`src/rtl/crc16_cerceveleyici.sv`:
```
// CRC-16/CCITT frame packer: forwards payload bytes, then appends CRC high and low bytes.
// The low CRC byte carries the frame-end flag. A one-entry output register decouples the
// payload input from the serial-line driver downstream.
module crc16_cerceveleyici #(
    parameter logic [15:0] CRC_BASLANGIC = 16'h0000
) (
    input  logic        clk_i,
    input  logic        rst_i,
    input  logic [7:0]  s_byte_i,
    input  logic        s_gecerli_i,
    input  logic        s_son_i,
    output logic        s_hazir_o,
    output logic [7:0]  m_byte_o,
    output logic        m_gecerli_o,
    output logic        m_son_o,
    input  logic        m_hazir_i,
    output logic [15:0] crc_o,
    output logic        crc_gecerli_o,
    output logic [15:0] bayt_sayisi_o
);

    typedef enum logic [1:0] {
        StVeri,
        StCrcH,
        StCrcL
    } durum_e;

    durum_e      durum_q, durum_d;
    logic [15:0] crc_q, crc_d;
    logic [15:0] sayac_q, sayac_d;
    logic [7:0]  bayt_q, bayt_d;
    logic        gecerli_q, gecerli_d;
    logic        son_q, son_d;
    logic [15:0] crc_cikis_q, crc_cikis_d;
    logic [15:0] sayi_q, sayi_d;
    logic        crc_puls_q, crc_puls_d;

    logic slot_bos;
    logic giris_aktarim;

    // One CRC-16/CCITT step per input bit, MSB first.
    function automatic logic [15:0] crc_bayt(input logic [15:0] c, input logic [7:0] d);
        logic [15:0] r;
        logic        fb;
        r = c;
        for (int i = 0; i < 8; i++) begin
            fb = r[15] ^ d[7-i];
            r  = {r[14:0], 1'b0} ^ (fb ? 16'h1021 : 16'h0000);
        end
        return r;
    endfunction

    // Handshake qualifiers; s_hazir_o follows m_hazir_i combinationally.
    always_comb begin
        slot_bos      = !gecerli_q || m_hazir_i;
        s_hazir_o     = (durum_q == StVeri) && slot_bos;
        giris_aktarim = s_gecerli_i && s_hazir_o;
    end

    // Next-state: payload loading, CRC byte emission and end-of-frame bookkeeping.
    always_comb begin
        durum_d     = durum_q;
        crc_d       = crc_q;
        sayac_d     = sayac_q;
        bayt_d      = bayt_q;
        gecerli_d   = gecerli_q;
        son_d       = son_q;
        crc_cikis_d = crc_cikis_q;
        sayi_d      = sayi_q;
        crc_puls_d  = 1'b0;

        // Drained slot with nothing new loaded below goes empty.
        if (gecerli_q && m_hazir_i) begin
            gecerli_d = 1'b0;
        end

        unique case (durum_q)
            StVeri: begin
                if (giris_aktarim) begin
                    bayt_d    = s_byte_i;
                    gecerli_d = 1'b1;
                    son_d     = 1'b0;
                    crc_d     = crc_bayt(crc_q, s_byte_i);
                    sayac_d   = sayac_q + 16'd1;
                    if (s_son_i) begin
                        durum_d = StCrcH;
                    end
                end
            end
            StCrcH: begin
                if (slot_bos) begin
                    bayt_d    = crc_q[15:8];
                    gecerli_d = 1'b1;
                    son_d     = 1'b0;
                    durum_d   = StCrcL;
                end
            end
            StCrcL: begin
                if (slot_bos) begin
                    bayt_d      = crc_q[7:0];
                    gecerli_d   = 1'b1;
                    son_d       = 1'b1;
                    crc_cikis_d = crc_q;
                    sayi_d      = sayac_q;
                    crc_puls_d  = 1'b1;
                    crc_d       = CRC_BASLANGIC;
                    sayac_d     = 16'd0;
                    durum_d     = StVeri;
                end
            end
            default: begin
                durum_d = StVeri;
            end
        endcase
    end

    // State registers; reset discards any partial frame.
    always_ff @(posedge clk_i or posedge rst_i) begin
        if (rst_i) begin
            durum_q     <= StVeri;
            crc_q       <= CRC_BASLANGIC;
            sayac_q     <= 16'd0;
            bayt_q      <= 8'd0;
            gecerli_q   <= 1'b0;
            son_q       <= 1'b0;
            crc_cikis_q <= 16'd0;
            sayi_q      <= 16'd0;
            crc_puls_q  <= 1'b0;
        end else begin
            durum_q     <= durum_d;
            crc_q       <= crc_d;
            sayac_q     <= sayac_d;
            bayt_q      <= bayt_d;
            gecerli_q   <= gecerli_d;
            son_q       <= son_d;
            crc_cikis_q <= crc_cikis_d;
            sayi_q      <= sayi_d;
            crc_puls_q  <= crc_puls_d;
        end
    end

    // Output drive straight from registers.
    always_comb begin
        m_byte_o      = bayt_q;
        m_gecerli_o   = gecerli_q;
        m_son_o       = son_q;
        crc_o         = crc_cikis_q;
        crc_gecerli_o = crc_puls_q;
        bayt_sayisi_o = sayi_q;
    end

endmodule
```
`config.mk`:
```
export PLATFORM = sky130hd
export DESIGN_NAME = crc16_cerceveleyici
export DESIGN_NICKNAME = d
export VERILOG_FILES = /design/src/rtl/crc16_cerceveleyici.sv
export SDC_FILE = /design/constraint.sdc
export NUM_CORES = 1
export LEC_CHECK = 0
export CAP_MARGIN = 20
export CORE_UTILIZATION = 35
export DETAILED_ROUTE_END_ITERATION = 16
export PLACE_DENSITY = 0.61
export SETUP_SLACK_MARGIN = 0.1
export SLEW_MARGIN = 15
export SYNTH_ARGS = -nofsm -noshare
export SYNTH_HDL_FRONTEND = slang
export SYNTH_SLANG_ARGS = --single-unit
```
`constraint.sdc`:
```
create_clock -name clk_i -period 2.1 [get_ports clk_i]
set_clock_uncertainty 0.15 [all_clocks]
set_input_delay 0.21 -clock clk_i [delete_from_list [all_inputs] [get_ports clk_i]]
set_output_delay 0.21 -clock clk_i [all_outputs]
set_load 0.02 [all_outputs]
```
==> run_results.csv <==
group,metric,value,unit
outcome,status,"finished, final reports clean",
timing,tightest_slew,0.525,ns
routing,vias,2735,
power,peakVddDrop,679,uV
timing,fmax,499,MHz
cells_and_area,final_layout_size_suffix_gt1_share,25.1,%
setup_path,worstSetupStartpointType,"flip-flop",
global_route,antenna_found_initial,0,
synth,ys_types,43,
floorplanning,io_pins,57,
routing,antenna_left,0,
setup_path,worstPathCellList,"inv_2 -> buf_6 -> ha_4 -> nor2_4 -> o21bai_4 -> a21oi_4 -> clkbuf_16 -> mux2_2",
power,p_per_area,1590,mW/mm^2
synth,async_reset_ff_share,100,%
power,leakage,0.00208,uW
placement,gp_routability_congestion,0.764,
synth,synth_warnings,0,
setup_path,critPathSlowestCell,"dfrtp_2",
timing,slew_viol_final,0,
timing,grt_setup_unrepaired,"no",
synth,synth_common_cells,"77 x dfrtp_1, 41 x mux2_2, 27 x nand2_1",
clock_tree,cts_buffer_depth,2,
timing,finalCriticalPeriod,2.01,ns
setup_path,required,2.18,ns
clock_tree,h-tree-depth,3,
cells_and_area,diodes,0,
setup_path,cp-end-kind,"flip-flop",
cells_and_area,syn_to_final_growth,34.8,%
clock_tree,cts_tree,"built",
floorplanning,die_w,104,um
global_route,grt_usage,15.8,%
floorplanning,start_util,36.6,%
global_route,first_global_vias,2716,
global_route,grt_first_pass_wirelength,13500,um
floorplanning,num_rows,36,
setup_path,crit_arrival,2.09,ns
clock_tree,insertion_delay,0.35,ns
synth,synth_fp_nets,338,
placement,port_buffers,56,
routing,drc_errors,0,
synth,synth_top_area_share,53.1,%
floorplanning,dieArea,0.0108,mm^2
clock_tree,root_buffer,"clkbuf_8",
global_route,grt_overflow_total,0,
clock_tree,numCtsBuffers,9,
routing,wirelength,8260,um
synth,synth-seq-cells,77,
cells_and_area,multi_input_area,0.00168,mm^2
worst_hold_path,hold_path_class,"input pin to async pin",
timing,setup_viol,0,
routing,drtPass1Iterations,4,
placement,place_hpwl,5650,um
routing,wl_per_cell,15.5,um
timing,slew_headroom,64.9,%
cells_and_area,postLayoutCoreUtil,49.3,%
setup_path,path_buf_inv,3,
setup_path,critPathTopFamily,"flip-flops",
timing,worst_slack,0.0949,ns
clock_tree,postCtsHoldBufs,0,
clock_tree,clock-sinks,77,
timing,setup-tns-final,0,ns
timing,fin_crit_sh,95.5,%
floorplanning,core-area,0.00991,mm^2
synth,yosys.area.top_type,"dfrtp_1",
setup_path,crit_type,"flip-flop to flip-flop",
synth,syn_area,0.00363,mm^2
routing,drt-initial-drc-count,84,
synth,yosys.cell_count.top_type,"dfrtp_1",
synth,synth_area_leaders,"dfrtp_1 53%, mux2_2 13%, xnor2_1 4.6%, nand2_1 2.8%, a21oi_1 2.6%",
placement,dp_slack,-0.0443,ns
cells_and_area,layout.nets,414,
run,drv_cap,0,
synth,syn_inst,318,
clock_tree,path_clk_slew,0.08,ns
routing,viasPerCell,5.14,
synth,ys.flop_type,"dfrtp_1",
cells_and_area,ff_latch_area,0.00193,mm^2
floorplanning,die_y,104,um
timing,hold_violations,0,
cells_and_area,fill_cells,931,
synth,ys_seq_area_share,53.1,%
synth,synth-edff-count,0,
global_route,grt_max_degree,33,
setup_path,critical_path_peak_fanout,4,
synth,syn_area_per_cell,11.4,um^2
setup_path,critPathMaxStageDelay,0.42,ns
[worst paths after layout]
| kind | from | to | slack, ns | cells past startpoint |
|---|---|---|---|---|
| setup / recovery | durum_q[1] | m_byte_o[5] | 0.09 | 8 |
| hold / removal | rst_i | sayac_q[4] | 0.10 | 2 |
| setup reg to reg | durum_q[1] | m_byte_o[5] | 0.09 | 8 |
| hold reg to reg | bayt_sayisi_o[7] | bayt_sayisi_o[7] | 0.34 | 2 |
| max in group asynchronous | rst_i | m_byte_o[5] | 1.17 | 3 |
| min in group clk_i | bayt_sayisi_o[7] | bayt_sayisi_o[7] | 0.34 | 2 |
[metrics by stage]
stage	hold WS (ns)	power [uW]	cell area, um^2	instances
final	0.100	7770	4890	532
after CTS	0.107	7640	4790	531
after global routing	0.131	8270	4890	532
after detailed placement	0.331	6160	4520	514
after global placement	0.326	6080	4520	514
after floorplan	0.258	4700	3630	318
[flip-flops by register name, summed over array words and instances, names as in the netlist, 2 cells and up]
register and flops:
m_byte_o 8, durum_q 2, crc_q 16, bayt_sayisi_o 16
crc_o 16, sayac_q 16
[where the power goes]
part | internal [uW] | switching (uW)
clock | 820 | 556
sequential | 2010 | 446
combinational | 2020 | 1920
[metal layers]
layer | track usage (%) | share of wire (%)
met4 | 6.12 | 1.1
met1 | 20.6 | 46
met5 | 0 | 0
met3 | 3.71 | 4.5
met2 | 25.5 | 49
[placed cells by master, fill, tap and decap left out, types with 4 or more instances in the layout]
master	count
nand3_1	5
buf_12	5
o31ai_1	5
xnor2_1	19
or4_1	4
nand2_1	27
mux2_2	41
clkdlybuf4s50_1	55
and2_1	4
nor2_1	10
dfrtp_1	76
ha_1	4
o21ai_0	16
inv_1	4
a21oi_1	17
xor2_1	6
o21ai_1	8
nand4_1	5
clkbuf_8	10
buf_4	17
a22oi_1	9
[cell families after synthesis]
logic type	Yosys count	share of synthesized area, %
xor gates and xnor gates	25	6.04
AOI/OAI and AO/OA	69	11.6
buffers and inverters	23	2.83
adders and majority gates	7	2.42
and+or+nand+nor	73	10.3
muxes	44	13.7
DFF	77	53.1
[what timing repair did]
action / 4_1_cts / 5_1_grt
hold endpoints to repair: 0 / 0
setup endpoints to repair: 16 / 20
gates resized for setup: 6 / 16
gates cloned: 0 / 1
buffers inserted: 1 / 0
pin swaps: 1 / 4
[cell type report]
| class | count | area share [%] |
|---|---|---|
| Sequential cell | 77 | 39.4 |
| Multi-Input combinational cell | 218 | 34.3 |
| Timing Repair Buffer | 81 | 17.1 |
| Tap cell | 133 | 3.40 |
| Clock buffer | 10 | 2.82 |
| Clock inverter | 6 | 2.25 |
| Inverter | 7 | 0.614 |
No activity file was read; power rests on OpenSTA's default activity.
